===== src/rtl/aes_pkg.sv =====
// Shared GF(2^8) helpers and MixColumns coefficient tables for the
// byte-serial AES datapath.
package aes_pkg;

    typedef logic [3:0][7:0] aes_col_t;

    // Row j, column i holds the multiplier applied to input byte a_i for output byte b_j.
    localparam logic [7:0] MC_FWD [4][4] = '{
        '{8'h02, 8'h03, 8'h01, 8'h01},
        '{8'h01, 8'h02, 8'h03, 8'h01},
        '{8'h01, 8'h01, 8'h02, 8'h03},
        '{8'h03, 8'h01, 8'h01, 8'h02}
    };

    localparam logic [7:0] MC_INV [4][4] = '{
        '{8'h0e, 8'h0b, 8'h0d, 8'h09},
        '{8'h09, 8'h0e, 8'h0b, 8'h0d},
        '{8'h0d, 8'h09, 8'h0e, 8'h0b},
        '{8'h0b, 8'h0d, 8'h09, 8'h0e}
    };

    function automatic logic [7:0] xtime(input logic [7:0] x);
        return {x[6:0], 1'b0} ^ (x[7] ? 8'h1b : 8'h00);
    endfunction

    // Only the constants that appear in the two matrices are supported;
    // anything else yields zero.
    function automatic logic [7:0] gf_mul(input logic [7:0] x, input logic [7:0] c);
        logic [7:0] x2;
        logic [7:0] x4;
        logic [7:0] x8;
        x2 = xtime(x);
        x4 = xtime(x2);
        x8 = xtime(x4);
        case (c)
            8'h01:   return x;
            8'h02:   return x2;
            8'h03:   return x2 ^ x;
            8'h09:   return x8 ^ x;
            8'h0b:   return x8 ^ x2 ^ x;
            8'h0d:   return x8 ^ x4 ^ x;
            8'h0e:   return x8 ^ x4 ^ x2;
            default: return 8'h00;
        endcase
    endfunction

endpackage


===== src/rtl/aes_gf_col_mul.sv =====
// Multiplies one incoming column byte by the four coefficients of its
// matrix column, giving that byte's contribution to every output byte.
module aes_gf_col_mul
    import aes_pkg::*;
(
    input  logic [7:0] data_i,
    input  logic [1:0] idx_i,
    input  logic       inv_i,
    output aes_col_t   prod_o
);

    // prod_o[j] = M[j][idx] * data for the selected direction
    always_comb begin
        prod_o = '0;
        for (int j = 0; j < 4; j++) begin
            prod_o[j] = gf_mul(data_i, inv_i ? MC_INV[j][idx_i] : MC_FWD[j][idx_i]);
        end
    end

endmodule


===== src/rtl/aes_mix_columns_serial.sv =====
// Byte-serial MixColumns / InvMixColumns engine. Bytes of a column arrive
// one per cycle and are folded into four accumulators; the finished column
// is parked in an output register. Only the 4th byte of a following column
// has to wait for a stalled output.
module aes_mix_columns_serial
    import aes_pkg::*;
#(
    parameter bit INV_EN    = 1'b1,
    parameter bit BYPASS_EN = 1'b1,
    parameter int TAG_W     = 2
) (
    input  logic             clk,
    input  logic             rst,
    input  logic             in_valid,
    output logic             in_ready,
    input  logic [7:0]       in_byte,
    input  logic [TAG_W-1:0] in_tag,
    input  logic             mode_inv,
    input  logic             bypass,
    output logic             out_valid,
    input  logic             out_ready,
    output logic [31:0]      out_col,
    output logic [TAG_W-1:0] out_tag
);

    logic [1:0]       cnt_q, cnt_d;
    logic             inv_q, inv_d;
    logic             byp_q, byp_d;
    aes_col_t         acc_q, acc_d;
    logic             out_valid_q, out_valid_d;
    logic [31:0]      out_col_q, out_col_d;
    logic [TAG_W-1:0] out_tag_q, out_tag_d;

    logic     accept;
    logic     first;
    logic     inv_eff;
    logic     byp_eff;
    aes_col_t prod;
    aes_col_t col_nxt;

    // Byte 0 takes the mode straight from the pins so its own product uses it.
    assign first   = (cnt_q == 2'd0);
    assign inv_eff = first ? (INV_EN && mode_inv) : inv_q;
    assign byp_eff = first ? (BYPASS_EN && bypass) : byp_q;

    assign in_ready = !((cnt_q == 2'd3) && out_valid_q && !out_ready);
    assign accept   = in_valid && in_ready;

    aes_gf_col_mul u_mul (
        .data_i (in_byte),
        .idx_i  (cnt_q),
        .inv_i  (inv_eff),
        .prod_o (prod)
    );

    // Next accumulator values including the current byte; byte 0 restarts the sums.
    always_comb begin
        col_nxt = '0;
        for (int j = 0; j < 4; j++) begin
            col_nxt[j] = (first ? 8'h00 : acc_q[j])
                       ^ (byp_eff ? ((2'(j) == cnt_q) ? in_byte : 8'h00) : prod[j]);
        end
    end

    // Next-state for counter, mode latch, accumulators and output register.
    always_comb begin
        cnt_d       = cnt_q;
        inv_d       = inv_q;
        byp_d       = byp_q;
        acc_d       = acc_q;
        out_valid_d = out_valid_q;
        out_col_d   = out_col_q;
        out_tag_d   = out_tag_q;

        if (out_ready) begin
            out_valid_d = 1'b0;
        end

        if (accept) begin
            cnt_d = cnt_q + 2'd1;
            acc_d = col_nxt;
            if (first) begin
                inv_d = inv_eff;
                byp_d = byp_eff;
            end
            // A load on the same cycle as a drain keeps out_valid high.
            if (cnt_q == 2'd3) begin
                out_col_d   = {col_nxt[0], col_nxt[1], col_nxt[2], col_nxt[3]};
                out_tag_d   = in_tag;
                out_valid_d = 1'b1;
            end
        end
    end

    // State registers; reset drops any partial column and pending output.
    always_ff @(posedge clk or posedge rst) begin
        if (rst) begin
            cnt_q       <= 2'd0;
            inv_q       <= 1'b0;
            byp_q       <= 1'b0;
            acc_q       <= '0;
            out_valid_q <= 1'b0;
            out_col_q   <= '0;
            out_tag_q   <= '0;
        end else begin
            cnt_q       <= cnt_d;
            inv_q       <= inv_d;
            byp_q       <= byp_d;
            acc_q       <= acc_d;
            out_valid_q <= out_valid_d;
            out_col_q   <= out_col_d;
            out_tag_q   <= out_tag_d;
        end
    end

    assign out_valid = out_valid_q;
    assign out_col   = out_col_q;
    assign out_tag   = out_tag_q;

endmodule


===== config.mk =====
export PLATFORM = sky130hd
export DESIGN_NAME = aes_mix_columns_serial
export DESIGN_NICKNAME = d
export VERILOG_FILES = /design/src/rtl/aes_pkg.sv /design/src/rtl/aes_gf_col_mul.sv /design/src/rtl/aes_mix_columns_serial.sv
export SDC_FILE = /design/constraint.sdc
export NUM_CORES = 1
export LEC_CHECK = 0
export ABC_AREA = 0
export CAP_MARGIN = 15
export CORE_MARGIN = 3
export CORE_UTILIZATION = 55
export CTS_BUF_LIST = sky130_fd_sc_hd__clkbuf_4
export CTS_CLUSTER_DIAMETER = 150
export DETAILED_ROUTE_END_ITERATION = 8
export GPL_TIMING_DRIVEN = 0
export PLACE_DENSITY = 0.85
export SLEW_MARGIN = 10
export SYNTH_ARGS = -nofsm -noshare
export SYNTH_HDL_FRONTEND = slang
export SYNTH_SLANG_ARGS = --single-unit
export TNS_END_PERCENT = 5

===== constraint.sdc =====
create_clock -name clk -period 8.5 [get_ports clk]
set_input_delay 0.85 -clock clk [delete_from_list [all_inputs] [get_ports clk]]
set_output_delay 0.85 -clock clk [all_outputs]
set_load 0.03 [all_outputs]

# --- Word-level counts from Yosys, hierarchy flattened ---
# Cells that the tools add are included.
op_classes:
  add_sub_neg: 1
  mul: 0
  div: 0
  magnitude_cmp: 1
  n_eq_ne: 32
  shift: 0
  muxes: 52
  bitwise: 15
  n_reduce_logical: 8
ops:
  columns: ["cell", "n"]
  rows:
  - ["$mux W8", 32]
  - ["$pmux W8 S7", 4]
  - ["$bmux W8 S2", 8]
  - ["$eq A8 B4 Y1 const B", 16]
  - ["$xor A8 B8 Y8", 13]
  - ["$eq A8 B2 Y1 const B", 8]
  - ["$eq A8 B1 Y1 const B", 4]
  - ["$mux W5", 3]
  - ["$xor A8 B5 Y8", 1]
  - ["$mux W1", 5]
  - ["$eq A2 B2 Y1 const A", 2]
  - ["$reduce_and A2 Y1", 2]
  - ["$ge A3 B3 Y1 const B", 1]
  - ["$logic_and A1 B1 Y1", 3]
  - ["$not A2 Y3", 1]
  - ["$add A2 B1 Y2 const B", 1]
  - ["$eq A1 B2 Y1 const A", 1]
  - ["$eq A2 B2 Y1 const B", 1]
  - ["$logic_not A1 Y1", 2]
  - ["$logic_not A2 Y1", 1]
totals:
  regBits: 71
  latchBits: 0
  ram_bits: 0
  rom_bits: 0
  inputBits: 16
  out_inout_bits: 36
  memories: 0

# --- Depth between registers and ports, before layout ---
depth:
  depth_word: 11
  depth_mapped: 13

# --- Hierarchy ---
# Synthesis repeated with hierarchy kept, for this count alone.
hier_totals:
  hier_cells: 854
  hier_area_um2: 7121.8
modules_own_cells:
  columns: ["mod", "n_inst", "cells_each", "area_per_inst_um2", "seq_area_each_um2"]
  rows:
  - ["aes_mix_columns_serial", 1, 421, 4305.4, 1776.7]
  - ["aes_gf_col_mul", 1, 433, 2816.5, 0.0]

# --- Worst setup path before layout ---
# Ideal clock, no wire load.
synth_timing:
  path_type: "reg-to-reg"
  startpoint: "reg cnt_q[1]"
  endpoint: "reg acc_q[14] (netlist bit)"
  setup_ns: 0.077
  arrival_time_ns: 2.924
  required_time_ns: 8.423
  slack_ns: 5.499
  path_stages_with_launch: 11
  n_path_buf: 2
  synth_period_minus_slack_ns: 3.001
  path_cell_list: "dfrtp_1 -> clkbuf_1 -> inv_1 -> ha_1 -> buf_2 -> mux2i_1 -> o311ai_1 -> o31a_1 -> o21ai_1 -> mux2_2 -> a21oi_1"
synth_via:
  elab_chain_cells: 9
  elab_cells_between_ends: 29
  classes_between: "eq/ne (9); mux (13); bitwise (2); reduce/logical (5)"
synth_rtl:
  columns: ["item", "line", "text"]
  rows:
  - ["from (decl)", "aes_mix_columns_serial.sv:26", "logic [1:0] cnt_q, cnt_d;"]
  - ["from (signal assigned)", "aes_mix_columns_serial.sv:106", "cnt_q <= cnt_d;"]
  - ["$not A2 Y3 (not written as such)", "aes_gf_col_mul.sv:16", "prod_o[j] = gf_mul(data_i, inv_i ? MC_INV[j][idx_i] : MC_FWD[j][idx_i]);"]
  - ["$bmux W8 S2", "aes_gf_col_mul.sv:16", null]
  - ["$mux W8 (not written as such) (2 in a row)", "aes_gf_col_mul.sv:16", null]
  - ["$mux W8", "aes_gf_col_mul.sv:16", null]
  - ["$eq A8 B4 Y1, or another cell as far along", "aes_pkg.sv:35", "case (c)"]
  - ["$pmux W8 S7", "aes_pkg.sv:35", null]
  - ["$mux W8", "aes_mix_columns_serial.sv:61", "^ (byp_eff ? ((2'(j) == cnt_q) ? in_byte : 8'h00) : prod[j]);"]
  - ["$xor A8 B8 Y8", "aes_mix_columns_serial.sv:61", null]
  - ["to (signal assigned)", "aes_mix_columns_serial.sv:101", "acc_q <= '0;"]
  - ["to (signal assigned)", "aes_mix_columns_serial.sv:109", "acc_q <= acc_d;"]
  - ["to (decl)", "aes_mix_columns_serial.sv:29", "aes_col_t acc_q, acc_d;"]
# Parallel ways exist; a longest one is shown, timed or not. The select of a mux whose other input is x is not followed.
# A chain may end at the register's enable or synchronous reset.

# --- Worst setup path after layout ---
layout_timing:
  startpoint: "reg cnt_q[1]"
  endpoint: "reg out_col_q[16], in the netlist out_col[16]"
layout_via:
  elab_chain_cells: 9
  elab_cells_between_ends: 30
  classes_between: "eq/ne (9); mux (13); bitwise (2); reduce/logical (6)"
layout_rtl:
  columns: ["item", "line", "text"]
  rows:
  - ["$not A2 Y3 (not written as such)", "aes_gf_col_mul.sv:16", null]
  - ["$bmux W8 S2", "aes_gf_col_mul.sv:16", null]
  - ["$mux W8 (not written as such) (2 in a row)", "aes_gf_col_mul.sv:16", null]
  - ["$mux W8", "aes_gf_col_mul.sv:16", null]
  - ["$eq A8 B4 Y1, or another cell as far along", "aes_pkg.sv:35", null]
  - ["$pmux W8 S7", "aes_pkg.sv:35", null]
  - ["$mux W8", "aes_mix_columns_serial.sv:61", null]
  - ["$xor A8 B8 Y8", "aes_mix_columns_serial.sv:61", null]
  - ["to (signal assigned)", "aes_mix_columns_serial.sv:111", "out_col_q <= out_col_d;"]
  - ["to (decl)", "aes_mix_columns_serial.sv:31", "logic [31:0] out_col_q, out_col_d;"]
# Parallel ways exist; a longest one is shown, timed or not. The select of a mux whose other input is x is not followed.

==> out/qor.yml <==
status: "finished clean"
fin_util_pct: 64.4
r2r-start: "cnt_q[1]"
syn_nets: 906
crit_chain: "clkbuf_1 > inv_1 > ha_1 > buf_2 > buf_2 > mux2i_1 > clkbuf_1 > nand3_1 > a221oi_1 > o21ai_0 > xor2_1 > o21ai_0"
grt.overflow.total: 0
p_sw_mw: 2.01
synth.top_cells.by_area: "dfrtp_1, o21ai_0, xnor2_1"
grt_pass1_wl_um: 43600
antenna_found_initial: 0
fin_crit_ps: 4620
clock_path_buffers: 2
p_leak_nw: 3.10
finalCritPeriodShare_pct: 54.3
drive_gt1_share_pct: 8.57
clock_latency_ps: 450
dpl_worst_slack_ps: 4200
final.setup.tns_ps: 0
gp_congestion: 1.08
synth.distinct_cells: 80
final_max_slew_viol_count: 0
synth-seq-area-share_pct: 25.1
die_w_um: 120
syn_inst: 882
cts_resized: 0
critPathKind: "reg -> reg"
area_growth_syn_to_layout_pct: 11.8
final_common_cell: "nand2_1"
synth_warnings: 0
ys.flop_type: "dfrtp_1"
max_slew_margin_pct: 14.2
fmax_mhz: 217
antenna_left: 0
place_hpwl_um: 21500
layout_common_cells: "nand2_1, o21ai_0, a21oi_1"
wl_per_cell_um: 25.9
netlist_area_mm2: 0.00709
tightest_slew_ps: 1250
hold_path.class: "reg -> reg"
grt_max_degree: 53
tritoncts: "done"
ios: 52
holdWs_ps: 486
cp_max_fo: 10
post-cts-setup-buffer-count: 0
power.density_mw_per_mm2: 450
clock_sinks: 71
core-area_mm2: 0.0123
num_vias: 7814
syn_avg_cell_area_um2: 8.04
setup_ws_ps: 3880
drtIter0Drc: 1613
grt_pass1_vias: 7379
worstHoldStart: "out_col[3]"
htreeDepth: 3
numPortBuffers: 45
rsz0062_at_grt: "no"
finalClockSkew_ps: 14.9
die_area_mm2: 0.0143
switching_share_pct: 56.3
fin_nets: 964
antenna_cells: 0
drtPass1Iterations: 6
critical_path_arrival_ps: 4990
vdd_ir_drop_max_v: 0.000275
seqPwrFrac_pct: 16.8
start_util_pct: 57.6
synth-edff-count: 0
start_kind: "register"
ys_ff_latch: 71
cap_violations: 0
synth_area_leader_cell: "dfrtp_1"
fp-row-count: 40
viasPerCell: 7.02
post-route-drc-count: 0
ys_async_sr_fraction_pct: 100
required_ps: 8880
max_stage_delay_ps: 670
cts_buffers: 9
critPathSlowestCell: "mux2i_1"
finalHoldViolCount: 0
routed_wl_um: 28800
combPwrFrac_pct: 77.1
crit_start: "cnt_q[1]"
intPower_mw: 1.56
pwr-share-clk_pct: 6.0
grt_use_total_pct: 39.8
root_buffer: "clkbuf_4"
clk_pin_slew_ps: 110
hold_buffers: 0
die_y_um: 120
synth_top_area_share_pct: 25.1
end_kind: "register"
setup_viol: 0
[cell type report]
cell class | count | area, um^2
plain buffers | 86 | 364
clock buffers | 11 | 82.6
clock inverters | 5 | 48.8
fillers | 1098 | 4390
inverters | 19 | 73.8
multi-input cells | 706 | 4880
flip-flops and latches | 71 | 1780
well taps | 168 | 210
repair buffers | 47 | 485
[through the flow]
step                power (mW)  cells  instance area, um^2
finish                    3.57   1113                 7930
detailed placement        3.24   1097                 7790
global placement          3.18   1095                 7750
global route              3.75   1113                 7930
floorplan                 2.38    882                 7090
CTS                       3.45   1113                 7930
[path summary, 6_finish.rpt]
kind	end	slack [ps]	cells past startpoint
worst max-delay path	out_col[16]	3880	12
max in group asynchronous	out_col[23]	7260	3
min in group asynchronous	out_col[2]	690	2
worst min register to register	out_col[3]	490	2
worst min-delay path	out_col[3]	490	2
worst max register to register	out_col[16]	3880	12
[power groups by stage]
stage	combinational (mW)	clock, mW	sequential, mW
4_1_cts	2.64	0.214	0.598
3_5_place_dp	2.63	0	0.605
2_1_floorplan	1.66	0	0.720
5_1_grt	2.90	0.229	0.620
6_report	2.75	0.215	0.601
3_3_place_gp	2.59	0	0.595
[worst max-delay path, delay by kind of cell (launching register included)]
family                   cells  cell delay [ps]
multiplexers                 1              670
buffers and inverters        5             1670
AND/OR/NAND/NOR              1              150
flip-flops                   1              460
XOR/XNOR                     1              250
adder cells (fa/ha/maj)      1              250
AO/OA/AOI/OAI                3             1090
[metal layers]
| metal | up-vias | GRT usage (%) | routed length (um) |
|---|---|---|---|
| met2 | 656 | 57.2 | 12000 |
| met1 | 3683 | 54.8 | 11200 |
| met5 | - | 0 | 0 |
| met3 | 128 | 13.6 | 4240 |
| li1 | 3347 | - | - |
| met4 | 0 | 15.8 | 1370 |
[Yosys cell counts, types with 9 or more instances]
cell       n
o21ai_0   84
o22ai_1   27
a22oi_1   19
a31oi_1   10
inv_1     17
nor2_1    37
a21oi_1   72
o211ai_1  11
xnor2_1   46
clkbuf_1  62
mux2i_1   21
nand2_1   91
nor3_1    14
buf_2     15
mux2_2    13
xor2_1    21
and2_1     9
nor2b_1   34
dfrtp_1   71
nand3_1   25
a211oi_1  12
o221ai_1   9
[flip-flops by register name (all words and copies together) (netlist names)]
name and cells:
cnt_q 2, acc_q 32, out_valid 1, inv_q 1, out_col 32, byp_q 1, out_tag 2
[logic make-up (layout without fill, tap and decap cells)]
family / Yosys count / in the layout / synth area share, %
simple gates: 248 / 248 / 17.4
xor+xnor: 86 / 86 / 13.7
buf+inv: 105 / 168 / 6.14
mux: 34 / 34 / 5.03
compound gates: 330 / 330 / 31.2
flops: 71 / 71 / 25.1
fa+ha+maj: 8 / 8 / 1.41
(Power assumes the default switching activity.)
